`config.mk`:
```
export PLATFORM = sky130hd
export DESIGN_NAME = buffer_register_fifo_flat
export DESIGN_NICKNAME = d
export VERILOG_FILES = /design/src/rtl/buffer_register_fifo_if.sv /design/src/rtl/buffer_register_fifo.sv /design/src/flat_wrapper.sv
export SDC_FILE = /design/constraint.sdc
export NUM_CORES = 1
export LEC_CHECK = 0
export CORE_AREA = 3 3 60 56
export CTS_CLUSTER_DIAMETER = 40
export CTS_CLUSTER_SIZE = 28
export DETAILED_ROUTE_END_ITERATION = 6
export DIE_AREA = 0 0 63 59
export PLACE_DENSITY_LB_ADDON = 0.15
export SYNTH_ARGS = -nofsm -noshare
export SYNTH_HDL_FRONTEND = slang
export SYNTH_SLANG_ARGS = --single-unit
```
`constraint.sdc`:
```
create_clock -name clk -period 3.4 [get_ports clk]
set_clock_uncertainty 0.2 [all_clocks]
set_input_delay 1.02 -clock clk [delete_from_list [all_inputs] [get_ports clk]]
set_output_delay 1.02 -clock clk [all_outputs]
set_load 0.03 [all_outputs]
```
`src/rtl/buffer_register_fifo_if.sv`:
```
// Handshake bundle for buffer_register_fifo: producer side, consumer side,
// flush control and status. The FIFO uses the slave view; whatever drives
// the FIFO (producer/consumer pair or a bench) uses the master view.
interface buffer_register_fifo_if #(
    parameter int DATA_W = 4,
    parameter int DEPTH  = 4
);
    localparam int CNT_W = $clog2(DEPTH + 1);

    logic              flush;
    logic              in_valid;
    logic [DATA_W-1:0] in_data;
    logic              in_ready;
    logic              out_valid;
    logic [DATA_W-1:0] out_data;
    logic              out_ready;
    logic [CNT_W-1:0]  count;
    logic              almost_full;
    logic              full;
    logic              empty;

    modport master (
        output flush, in_valid, in_data, out_ready,
        input  in_ready, out_valid, out_data, count, almost_full, full, empty
    );

    modport slave (
        input  flush, in_valid, in_data, out_ready,
        output in_ready, out_valid, out_data, count, almost_full, full, empty
    );
endinterface

```
`src/rtl/buffer_register_fifo.sv`:
```
// DEPTH-entry, DATA_W-bit first-word-fall-through circular buffer with
// valid/ready on both sides, occupancy count, almost-full flag and a
// synchronous flush. Pointers wrap by explicit compare, so DEPTH need not
// be a power of two.
module buffer_register_fifo #(
    parameter int DATA_W    = 4,
    parameter int DEPTH     = 4,
    parameter int AF_THRESH = DEPTH - 1
) (
    input  logic                   clk,
    input  logic                   reset,
    buffer_register_fifo_if.slave  bus
);
    localparam int CNT_W = $clog2(DEPTH + 1);
    localparam int PTR_W = $clog2(DEPTH);

    logic [DATA_W-1:0] mem [DEPTH];
    logic [PTR_W-1:0]  wr_ptr;
    logic [PTR_W-1:0]  rd_ptr;
    logic [CNT_W-1:0]  count_q;
    logic              push;
    logic              pop;

    // Advance a pointer, returning to slot 0 after the last real entry.
    function automatic logic [PTR_W-1:0] ptr_inc(input logic [PTR_W-1:0] p);
        return (p == PTR_W'(DEPTH - 1)) ? '0 : p + PTR_W'(1);
    endfunction

    // Transfers happen only on a completed handshake; flags come straight
    // from the registered count so they never glitch within a cycle.
    always_comb begin
        push            = bus.in_valid  && bus.in_ready;
        pop             = bus.out_valid && bus.out_ready;
        bus.full        = (count_q == CNT_W'(DEPTH));
        bus.empty       = (count_q == '0);
        bus.almost_full = (count_q >= CNT_W'(AF_THRESH));
        bus.in_ready    = !bus.full;
        bus.out_valid   = !bus.empty;
        bus.out_data    = mem[rd_ptr];
        bus.count       = count_q;
    end

    // Storage write; a flush in the same cycle discards the incoming word.
    // NOTE: the array is in the async reset on purpose so out_data reads 0,
    // never X, right after reset; that costs a reset net per storage bit.
    always_ff @(posedge clk or posedge reset) begin
        if (reset) begin
            for (int i = 0; i < DEPTH; i++) mem[i] <= '0;
        end else if (push && !bus.flush) begin
            mem[wr_ptr] <= bus.in_data;
        end
    end

    // Pointer and occupancy bookkeeping; flush overrides any push or pop.
    // NOTE: non-blocking assignments here so every update reads the values
    // from before the edge, independent of statement order.
    always_ff @(posedge clk or posedge reset) begin
        if (reset) begin
            wr_ptr  <= '0;
            rd_ptr  <= '0;
            count_q <= '0;
        end else if (bus.flush) begin
            wr_ptr  <= '0;
            rd_ptr  <= '0;
            count_q <= '0;
        end else begin
            if (push) wr_ptr <= ptr_inc(wr_ptr);
            if (pop)  rd_ptr <= ptr_inc(rd_ptr);
            case ({push, pop})
                2'b10:   count_q <= count_q + CNT_W'(1);
                2'b01:   count_q <= count_q - CNT_W'(1);
                default: count_q <= count_q;
            endcase
        end
    end
endmodule

```
`src/flat_wrapper.sv`:
```
// flat-port wrapper written by rule: the top's interface ports become plain ports
module buffer_register_fifo_flat 
#(
    parameter int DATA_W    = 4,
    parameter int DEPTH     = 4,
    parameter int AF_THRESH = DEPTH - 1
)
  (clk, reset, bus_flush, bus_in_valid, bus_in_data, bus_out_ready, bus_in_ready, bus_out_valid, bus_out_data, bus_count, bus_almost_full, bus_full, bus_empty);
  buffer_register_fifo_if #(.DATA_W(DATA_W), .DEPTH(DEPTH)) bus_i ();
  input  logic clk;
  input  logic reset;
  input wire logic [$bits(bus_i.flush)-1:0] bus_flush;
  input wire logic [$bits(bus_i.in_valid)-1:0] bus_in_valid;
  input wire logic [$bits(bus_i.in_data)-1:0] bus_in_data;
  input wire logic [$bits(bus_i.out_ready)-1:0] bus_out_ready;
  output wire logic [$bits(bus_i.in_ready)-1:0] bus_in_ready;
  output wire logic [$bits(bus_i.out_valid)-1:0] bus_out_valid;
  output wire logic [$bits(bus_i.out_data)-1:0] bus_out_data;
  output wire logic [$bits(bus_i.count)-1:0] bus_count;
  output wire logic [$bits(bus_i.almost_full)-1:0] bus_almost_full;
  output wire logic [$bits(bus_i.full)-1:0] bus_full;
  output wire logic [$bits(bus_i.empty)-1:0] bus_empty;
  assign bus_i.flush = bus_flush;
  assign bus_i.in_valid = bus_in_valid;
  assign bus_i.in_data = bus_in_data;
  assign bus_i.out_ready = bus_out_ready;
  assign bus_in_ready = bus_i.in_ready;
  assign bus_out_valid = bus_i.out_valid;
  assign bus_out_data = bus_i.out_data;
  assign bus_count = bus_i.count;
  assign bus_almost_full = bus_i.almost_full;
  assign bus_full = bus_i.full;
  assign bus_empty = bus_i.empty;
  buffer_register_fifo #(.DATA_W(DATA_W), .DEPTH(DEPTH), .AF_THRESH(AF_THRESH)) u_core (.clk(clk), .reset(reset), .bus(bus_i));
endmodule
```
==> results of run 1 <==
==> critical path: cells and delay by family, from the launching register on <==
kind                   cells  cell delay [ns]
multiplexers               1             0.54
flip-flops                 1             0.55
buffers and inverters      1             0.61
==> repair_timing <==
action / 4_1_cts / 5_1_grt
setup endpoints to repair: 0 / 2
resized for setup: 0 / 2
hold buffers: 0 / 0
hold endpoints to repair: 0 / 0
==> cell families (layout without fill, tap and decap cells) <==
group           Yosys count  in the layout
simple gates             27             27
flops                    23             23
mux                      20             20
compound gates           16             16
buf+inv                  13             36
fa+ha+maj                 6              6
xor+xnor                  2              2
==> per-stage QoR <==
step	area [µm²]	utilization	instances
final	1540	0.555	170
after floorplan	1250	-	107
after global placement	1510	0.543	166
after detailed placement	1510	0.543	166
after global routing	1540	0.555	170
after CTS	1530	0.553	170
==> registers in the layout (all words and copies together) (netlist names) <==
name              count
u_core.rd_ptr         2
u_core.mem           16
u_core.wr_ptr         2
u_core.bus.count      3
==> cell type report <==
class	count	area [µm²]
flip-flops and latches	23	576
fillers	257	1230
inverters	8	30.0
well taps	40	50.0
multi-input cells	71	619
repair buffers	24	235
clock buffers	3	22.5
clock inverters	1	5.00
==> cells in the final DEF, fill, tap and decap left out, drive strengths merged, types with 2 or more instances in the layout <==
master | netlist | final
o21ai | 4 | 4
inv | 8 | 8
nand3b | 2 | 2
nor2 | 3 | 3
mux4 | 4 | 4
dlymetal6s2s | 0 | 2
clkbuf | 2 | 3
clkdlybuf4s50 | 0 | 18
ha | 5 | 5
buf | 3 | 4
or3 | 2 | 2
mux2 | 16 | 16
nand3 | 3 | 3
nand2 | 13 | 13
or3b | 2 | 2
a21oi | 6 | 6
dfrtp | 23 | 23
==> layer usage <==
layer | vias up | global-route usage
li1 | 429 | -
met1 | 451 | 0.183
met2 | 23 | 0.266
met3 | 2 | 0.0285
met4 | 0 | 0.0377
met5 | - | 0
==> synth_stat cells <==
library cell and count:
nor3_4 1, nand2_1 12, nor2_1 3, dfrtp_1 23
ha_1 5, nand3b_1 2, buf_1 1, mux4_2 4
a32oi_1 1, clkbuf_2 1, nand3_1 3, a21oi_1 6
xor2_1 1, o21ai_0 4, inv_1 8, mux2_2 15
a221oi_1 1, xnor2_1 1, nor2b_1 1, or3_1 2
o211ai_1 1, clkbuf_1 1, buf_2 2, a2111oi_0 1
o311ai_0 1, mux2_1 1, or3b_4 1, nand2_2 1
fa_1 1, o221ai_1 1, or3b_2 1
==> power breakdown <==
| part | switching [mW] | internal [mW] | leakage, nW | total (mW) |
|---|---|---|---|---|
| Sequential | 0.0522 | 0.352 | 0.294 | 0.404 |
| Clock | 0.0807 | 0.0438 | 0.0177 | 0.125 |
| Combinational | 0.159 | 0.177 | 0.381 | 0.336 |
==> path summary, 6_finish.rpt <==
path                                                 start  cells after the start                         endpoint  slack, ns
hold / removal                   u_core.mem[1]$_DFFE_PP0P_                      1        u_core.mem[1]$_DFFE_PP0P_       0.32
setup / recovery              u_core.rd_ptr[0]$_DFFE_PP0P_                      2                  bus_out_data[2]       0.18
max in group asynchronous                            reset                      3        u_core.mem[8]$_DFFE_PP0P_       1.93
hold reg to reg                  u_core.mem[1]$_DFFE_PP0P_                      1        u_core.mem[1]$_DFFE_PP0P_       0.32
setup reg to reg           u_core.bus.count[0]$_DFFE_PP0P_                      8  u_core.bus.count[2]$_DFFE_PP0P_       0.72
min in group asynchronous                            reset                      3       u_core.mem[12]$_DFFE_PP0P_       0.84
==> summary.md, run 1 <==
| Metric | Value |
|---|---|
| Outcome | `finished clean` |
| Clock-pin slew on the worst setup and hold paths | `0.13 ns` |
| Slew headroom | `0.737` |
| Clock sink count | `23` |
| Met1 wire length | `1130 µm` |
| Synth Area in XOR/XNOR | `0.0140` |
| Clk_lat worst skew | `0.30 ns` |
| Met2 wire len | `1220 µm` |
| Die ar. | `3720 µm²` |
| Mapped Area | `1250 µm²` |
| Antenna violations before repair | `0` |
| H-tree Lvls | `1` |
| Die width | `63 µm` |
| Largest area contributor in the netlist | `dfrtp_1` |
| Grt total ovfl | `0` |
| Area of the core | `2770 µm²` |
| Hold_ws | `0.316 ns` |
| # IOs | `21` |
| Starting Density | `0.450` |
| Synth area leaders | `dfrtp_1 (46%), mux2_2 (14%), mux4_2 (7.2%)` |
| Clock buffer depth | `2` |
| Synth Area in Adders | `0.0662` |
| Pin slew with the least headroom to its limit | `0.394 ns` |
| Place WS | `0.00429 ns` |
| Largest net degree at the start of global routing | `24` |
| Max incr delay on CP | `0.61 ns` |
| Hold Vio Cnt, Final | `0` |
| Clock root buffer | `clkbuf_4` |
| Final Cycle Share | `0.946` |
| Synth Instances | `107` |
| Peak supply drop | `0.000187 V` |
| Remaining DRCs | `0` |
| Vias in the first global route | `979` |
| Pwr Total | `0.864 mW` |
| Port Buffers | `20` |
| Via count | `905` |
| Critical-path cell list | `mux4_2, clkdlybuf4s50_1` |
| Synthesis Warnings | `0` |
| Max-slew violations | `0` |
| Final Worst Setup Slack | `0.184 ns` |
| First drt pass iteration count | `4` |
| Postcts setup bufs | `0` |
| CTS tree | `yes` |
| Critical Path Source Type | `flop` |
| CP Data Required Time | `2.18 ns` |
| Static Leak | `0.693 nW` |
| Syn Nets | `122` |
| Post-DP HPWL | `1850 µm` |
| Register area share after synthesis | `0.461` |
| Worst Path Arrival | `2.00 ns` |
| Setup crit end kind | `output pin` |
| GRT Total Usage | `0.147` |
| Post-Synth Simple-Gate Area | `0.118` |
| RSZ-0062 raised after global routing | `no` |
| Met3 WL | `99 µm` |
| Yosys top cell area share | `0.461` |
| Fmax | `0.311 GHz` |
| Antenna Nets Post-Route | `0` |
| Seq cells post-synth | `23` |
| Mux contribution to synthesized area | `0.217` |
| Critical-path top delay cell | `clkdlybuf4s50_1` |
| Max-cap viol count | `0` |
| Synth Area per Inst | `11.7 µm²` |
| Final #Nets | `146` |
| Tmin final | `3.22 ns` |
| DR iter-0 viols | `31` |
| Cts bufs inserted | `3` |
| WL final | `2460 µm` |
| Worst min path class | `reg2reg` |
| Layout cells sized above 1 | `0.238` |
| Final setup TNS | `0 ns` |
| Drt wl/cell | `14.5 µm` |
| Crit-path max FO | `7` |
| Antenna Cells | `0` |
| First-pass GRT wire length | `4350 µm` |
| Area delta synth->final | `23.3%` |
| Die Ht | `59 µm` |
| Yosys cell types | `31` |
| Largest family of logic cells by synthesized area | `multiplexers` |
| Compound-Gate Fraction of Synth Area | `0.0812` |
| PwrDens | `562 nW/µm²` |
| WS Path Type | `reg2out` |
| Top layer reached by signal wires | `met4` |
| Final setup viols | `0` |
| Vias per cell | `5.32` |
| # rows | `18` |
| Gpl congestion | `0.734` |
Power figures use the tool's default switching activity.
==> run 2: changes to the inputs <==
--- a/config.mk
+++ b/config.mk
@@ -5,11 +5,11 @@
 export SDC_FILE = /design/constraint.sdc
 export NUM_CORES = 1
 export LEC_CHECK = 0
-export CORE_AREA = 3 3 60 56
+export CORE_AREA = 2 2 59 55
 export CTS_CLUSTER_DIAMETER = 40
 export CTS_CLUSTER_SIZE = 28
 export DETAILED_ROUTE_END_ITERATION = 6
-export DIE_AREA = 0 0 63 59
+export DIE_AREA = 0 0 61 57
 export PLACE_DENSITY_LB_ADDON = 0.15
 export SYNTH_ARGS = -nofsm -noshare
 export SYNTH_HDL_FRONTEND = slang
==> run 2 against run 1 <==
- cell count is 2.4% higher
- wire length increased by 1.7%
- hold slack lost 0.00090 ns
- largest cell class unchanged
- first-iteration DRC count did not move
- critical endpoint is now bus_empty
- power increased by 0.46%
==> summary.md, run 2 (synthesized netlist as in run 1, its figures left out) <==
| Metric | Value |
|---|---|
| Cts bufs inserted | `3` |
| Drt wl/cell | `14.4 µm` |
| Pin slew with the least headroom to its limit | `0.386 ns` |
| Antenna Nets Post-Route | `0` |
| Starting Density | `0.427` |
| Max-cap viol count | `0` |
| Clock sink count | `23` |
| CTS tree | `yes` |
| WS Path Type | `reg2out` |
| # IOs | `21` |
| Worst min path class | `reg2reg` |
| Area occupied by registers | `576 µm²` |
| Max incr delay on CP | `0.67 ns` |
| PwrDens | `560 nW/µm²` |
| Cells on worst reg2reg path | `8` |
| Biggest register | `u_core.mem` |
| Critical-path cell list | `or3_1, inv_1, clkdlybuf4s50_1` |
| First drt pass iteration count | `4` |
| Final setup TNS | `0 ns` |
| Remaining DRCs | `0` |
| RSZ-0062 raised after global routing | `no` |
| Post-DP HPWL | `1880 µm` |
| Final #Nets | `148` |
| Port Buffers | `20` |
| First-pass GRT wire length | `4240 µm` |
| Place WS | `0.0231 ns` |
| Largest net degree at the start of global routing | `24` |
| CP Data Required Time | `2.18 ns` |
| Clk_lat worst skew | `0.31 ns` |
| Commonest non-fill, non-tap cell in the layout | `dfrtp_1` |
| Critical-path top delay cell | `clkdlybuf4s50_1` |
| Antenna Cells | `0` |
| Final Cycle Share | `0.963` |
| Static Leak | `0.695 nW` |
| Clock root buffer | `clkbuf_4` |
| Flop2flop setup slack | `0.76 ns` |
| Tmin final | `3.28 ns` |
| Vias in the first global route | `874` |
| Antenna violations before repair | `0` |
| Cell family with most CP delay | `buffers and inverters` |
| Area delta synth->final | `24.4%` |
| Worst R2R Start | `u_core.bus.count[1]$_DFFE_PP0P_` |
| Die ar. | `3480 µm²` |
| Outcome | `finished clean` |
| Critical Path Source Type | `flop` |
| Final setup viols | `0` |
| Multi-input gate area | `619 µm²` |
| Final core area utilization | `0.531` |
| Final Worst Setup Slack | `0.124 ns` |
| WL final | `2500 µm` |
| Worst Path Arrival | `2.06 ns` |
| Gpl congestion | `0.771` |
| Hold Vio Cnt, Final | `0` |
| Most frequent cells in the layout | `dfrtp_1 (23), clkdlybuf4s50_1 (19), mux2_2 (15), nand2_1 (12), inv_1 (8)` |
| H-tree Lvls | `1` |
| Critical path depth in cells | `3` |
| Slew headroom | `0.742` |
| Hold-fix buffers at CTS | `0` |
| Max-slew violations | `0` |
| Vias per cell | `5.15` |
| Fillers | `278` |
| Area of the core | `2920 µm²` |
| Crit-path max FO | `11` |
| DR iter-0 viols | `31` |
| # rows | `19` |
| Clock buffer depth | `2` |
| Die Ht | `57 µm` |
| Setup crit end kind | `output pin` |
| Peak supply drop | `0.000387 V` |
| Buf/Inv on CP | `2` |
| GRT Total Usage | `0.161` |
| Layout cells sized above 1 | `0.242` |
| Fmax | `0.305 GHz` |
| Largest register FFs | `16` |
| Clock-pin slew on the worst setup and hold paths | `0.11 ns` |
| Critical Path Source | `u_core.bus.count[1]$_DFFE_PP0P_` |
| Reg2reg end | `u_core.bus.count[2]$_DFFE_PP0P_` |
| Die width | `61 µm` |
| Grt total ovfl | `0` |
| Via count | `896` |
| CP endpoint | `bus_empty` |
[run 2: worst register-to-register path, cell delays in order, from the launching register on]
cell     delay, ns
dfrtp_1       0.52
or3_1         0.44
inv_1         0.12
nor2_1        0.07
fa_1          0.39
or3b_2        0.47
o21ai_0       0.16
a32oi_1       0.07
a21oi_1       0.13
[run 2: how the worst min path moves through the flow]
stage | startpoint | endpoint | cells after the start
6_report | u_core.mem[2]$_DFFE_PP0P_ | u_core.mem[2]$_DFFE_PP0P_ | 1
5_1_grt | u_core.mem[1]$_DFFE_PP0P_ | u_core.mem[1]$_DFFE_PP0P_ | 1
4_1_cts | u_core.mem[1]$_DFFE_PP0P_ | u_core.mem[1]$_DFFE_PP0P_ | 1
3_5_place_dp | u_core.mem[1]$_DFFE_PP0P_ | u_core.mem[1]$_DFFE_PP0P_ | 1
3_3_place_gp | u_core.mem[1]$_DFFE_PP0P_ | u_core.mem[1]$_DFFE_PP0P_ | 1
2_1_floorplan | u_core.mem[1]$_DFFE_PP0P_ | u_core.mem[1]$_DFFE_PP0P_ | 1
[run 2: per-layer routing]
layer  track usage  part of all wire  up-vias
li1              -                 -      433
met1         0.249              0.48      441
met2         0.243              0.48       22
met3        0.0408             0.036        0
met4       0.00932                 0        0
met5             0                 0        -
[run 2: per-stage QoR]
stage / hold WS (ns) / instances / cell area (µm²) / power [mW]
finish: 0.315 / 174 / 1550 / 0.868
global placement: 0.274 / 170 / 1520 / 0.742
global route: 0.329 / 174 / 1550 / 0.926
detailed placement: 0.289 / 170 / 1520 / 0.753
CTS: 0.318 / 174 / 1550 / 0.878
floorplan: 0.259 / 107 / 1250 / 0.634
[run 2: area by class of cell]
class,count,area share
inverters,8,0.0194
well taps,42,0.0339
flip-flops and latches,23,0.371
clock buffers,4,0.0169
repair buffers,26,0.160
multi-input cells,71,0.399
[run 2: timing repair]
item	CTS	global route
endpoints found under the setup margin	0	1
gates resized for setup	0	1
setup buffers	0	0
[run 2: power by group]
| part | internal (mW) | switching (mW) |
|---|---|---|
| Clock | 0.0457 | 0.0784 |
| Combinational | 0.180 | 0.162 |
| Sequential | 0.352 | 0.0497 |
| Total | 0.578 | 0.291 |
==> run 3: changes to the inputs <==
--- a/config.mk
+++ b/config.mk
@@ -5,11 +5,11 @@
 export SDC_FILE = /design/constraint.sdc
 export NUM_CORES = 1
 export LEC_CHECK = 0
-export CORE_AREA = 2 2 59 55
+export CORE_AREA = 2 2 55 52
 export CTS_CLUSTER_DIAMETER = 40
 export CTS_CLUSTER_SIZE = 28
 export DETAILED_ROUTE_END_ITERATION = 6
-export DIE_AREA = 0 0 61 57
+export DIE_AREA = 0 0 57 54
 export PLACE_DENSITY_LB_ADDON = 0.15
 export SYNTH_ARGS = -nofsm -noshare
 export SYNTH_HDL_FRONTEND = slang
==> run 3 against run 2 <==
- clock-buffer cell count is 1 lower
- sequential power about the same
- critical path depth stayed put
- via count down 1.6%
- clock power is 3% higher
- flip-flop and latch count is the same
- power down 0.18%
- combinational power down 1%
- first-iteration DRC count decreased by 42%
- wire length decreased by 5.4%
- critical endpoint is now bus_full
==> summary.md, run 3 (synthesized netlist as in run 1, its figures left out) <==
| Metric | Value |
|---|---|
| Placed inst area | `1500 µm²` |
| Via count | `882` |
| First drt pass iteration count | `4` |
| Hold-fix buffers at CTS | `0` |
| Antenna Nets Post-Route | `0` |
| Max incr delay on CP | `0.68 ns` |
| Hold Vio Cnt, Final | `0` |
| Biggest register | `u_core.mem` |
| Antenna Cells | `0` |
| Final Cycle Share | `0.981` |
| RSZ-0062 raised after global routing | `no` |
| Clk_lat worst skew | `0.31 ns` |
| Peak supply drop | `0.000410 V` |
| Worst Path Arrival | `2.11 ns` |
| Crit-path max FO | `11` |
| Postcts setup bufs | `0` |
| Met1 wire length | `1080 µm` |
| Vias per cell | `5.48` |
| Starting Density | `0.486` |
| Largest net degree at the start of global routing | `24` |
| Buf/Inv on CP | `2` |
| Antenna violations before repair | `0` |
| Final #Nets | `147` |
| CTS tree | `yes` |
| Remaining DRCs | `0` |
| CTS resizes | `0` |
| Die Ht | `54 µm` |
| Worst min path class | `reg2reg` |
| Final Worst Setup Slack | `0.0662 ns` |
| Cts bufs inserted | `3` |
| Port Buffers | `20` |
| Setup crit end kind | `output pin` |
| Critical Path Source Type | `flop` |
| Cell family with most CP delay | `buffers and inverters` |
| HP Start | `u_core.mem[1]$_DFFE_PP0P_` |
| H-tree Lvls | `1` |
| Clock buffer depth | `2` |
| Final Cell Area | `1530 µm²` |
| Critical-path cell list | `or3b_4, inv_1, clkdlybuf4s50_1` |
| Met2 wire len | `1170 µm` |
| Gpl congestion | `0.702` |
| Critical Path Source | `u_core.bus.count[1]$_DFFE_PP0P_` |
| DR iter-0 viols | `18` |
| Max-slew violations | `0` |
| Worst R2R Start | `u_core.bus.count[1]$_DFFE_PP0P_` |
| Grt total ovfl | `0` |
| Commonest non-fill, non-tap cell in the layout | `dfrtp_1` |
| First-pass GRT wire length | `3900 µm` |
| Area delta synth->final | `22.5%` |
| Die width | `57 µm` |
| Outcome | `finished clean` |
| Static Leak | `0.675 nW` |
| Tmin final | `3.33 ns` |
| Drt wl/cell | `14.7 µm` |
| Area of the core | `2570 µm²` |
| Most frequent cells in the layout | `dfrtp_1 (23), clkdlybuf4s50_1 (20), mux2_2 (15), nand2_1 (12), inv_1 (8)` |
| # rows | `18` |
| Fmax | `0.300 GHz` |
| Final setup viols | `0` |
| Clock root buffer | `clkbuf_4` |
| Met3 WL | `86 µm` |
| Slew headroom | `0.737` |
| Max-cap viol count | `0` |
| Vias in the first global route | `854` |
| CP Data Required Time | `2.18 ns` |
| Critical-path top delay cell | `clkdlybuf4s50_1` |
| Post-DP HPWL | `1730 µm` |
| Clock-pin slew on the worst setup and hold paths | `0.13 ns` |
| # IOs | `21` |
| WL final | `2370 µm` |
| Top layer reached by signal wires | `met4` |
| GRT Total Usage | `0.169` |
| Largest register FFs | `16` |
| Die ar. | `3080 µm²` |
| PwrDens | `567 nW/µm²` |
| WS Path Type | `reg2out` |
| Pin slew with the least headroom to its limit | `0.394 ns` |
| Layout cells sized above 1 | `0.244` |
| Place WS | `-0.0115 ns` |
| Clock sink count | `23` |
| Flop2flop setup slack | `0.72 ns` |
| Fillers | `221` |
run 3: cell types whose count changed in the layout (fill, tap and decap cells not counted), sizes merged:
cell           change
dlymetal6s2s       -1
clkinv             +1
clkdlybuf4s50      +1
buf                -1
clkbuf             -1
run 3: path summary, 6_finish.rpt:
path                                                    to  cells past startpoint
setup / recovery                                  bus_full                      3
hold / removal                   u_core.mem[1]$_DFFE_PP0P_                      1
setup reg to reg           u_core.bus.count[2]$_DFFE_PP0P_                      8
hold reg to reg                  u_core.mem[1]$_DFFE_PP0P_                      1
max in group asynchronous       u_core.mem[12]$_DFFE_PP0P_                      3
min in group asynchronous     u_core.rd_ptr[1]$_DFFE_PP0P_                      3
run 3: layer usage:
layer,vias up,track usage
li1,430,-
met1,431,0.200
met2,19,0.322
met3,2,0.0192
met4,0,0.0581
met5,-,0
run 3: power by group:
| part | internal, mW | switching [mW] |
|---|---|---|
| logic | 0.179 | 0.159 |
| clock network | 0.0439 | 0.0843 |
| registers | 0.352 | 0.0490 |
run 3: area by class of cell:
class / instances / area (µm²) / area share
flip-flops and latches: 23 / 576 / 0.377
clock inverters: 1 / 5.00 / 0.00328
repair buffers: 25 / 238 / 0.156
inverters: 8 / 30.0 / 0.0197
multi-input cells: 71 / 619 / 0.405
well taps: 30 / 37.5 / 0.0246
clock buffers: 3 / 22.5 / 0.0147
run 3: stage by stage:
step                      instances  power (mW)  TNS (ns)   util  hold slack, ns
final                           161       0.867         0  0.595           0.307
after global routing            161       0.918         0  0.595           0.325
after CTS                       161       0.875         0  0.595           0.312
after detailed placement        157       0.749   -0.0115  0.584           0.282
after global placement          157       0.739         0  0.584           0.277
after floorplan                 107       0.634         0      -           0.259
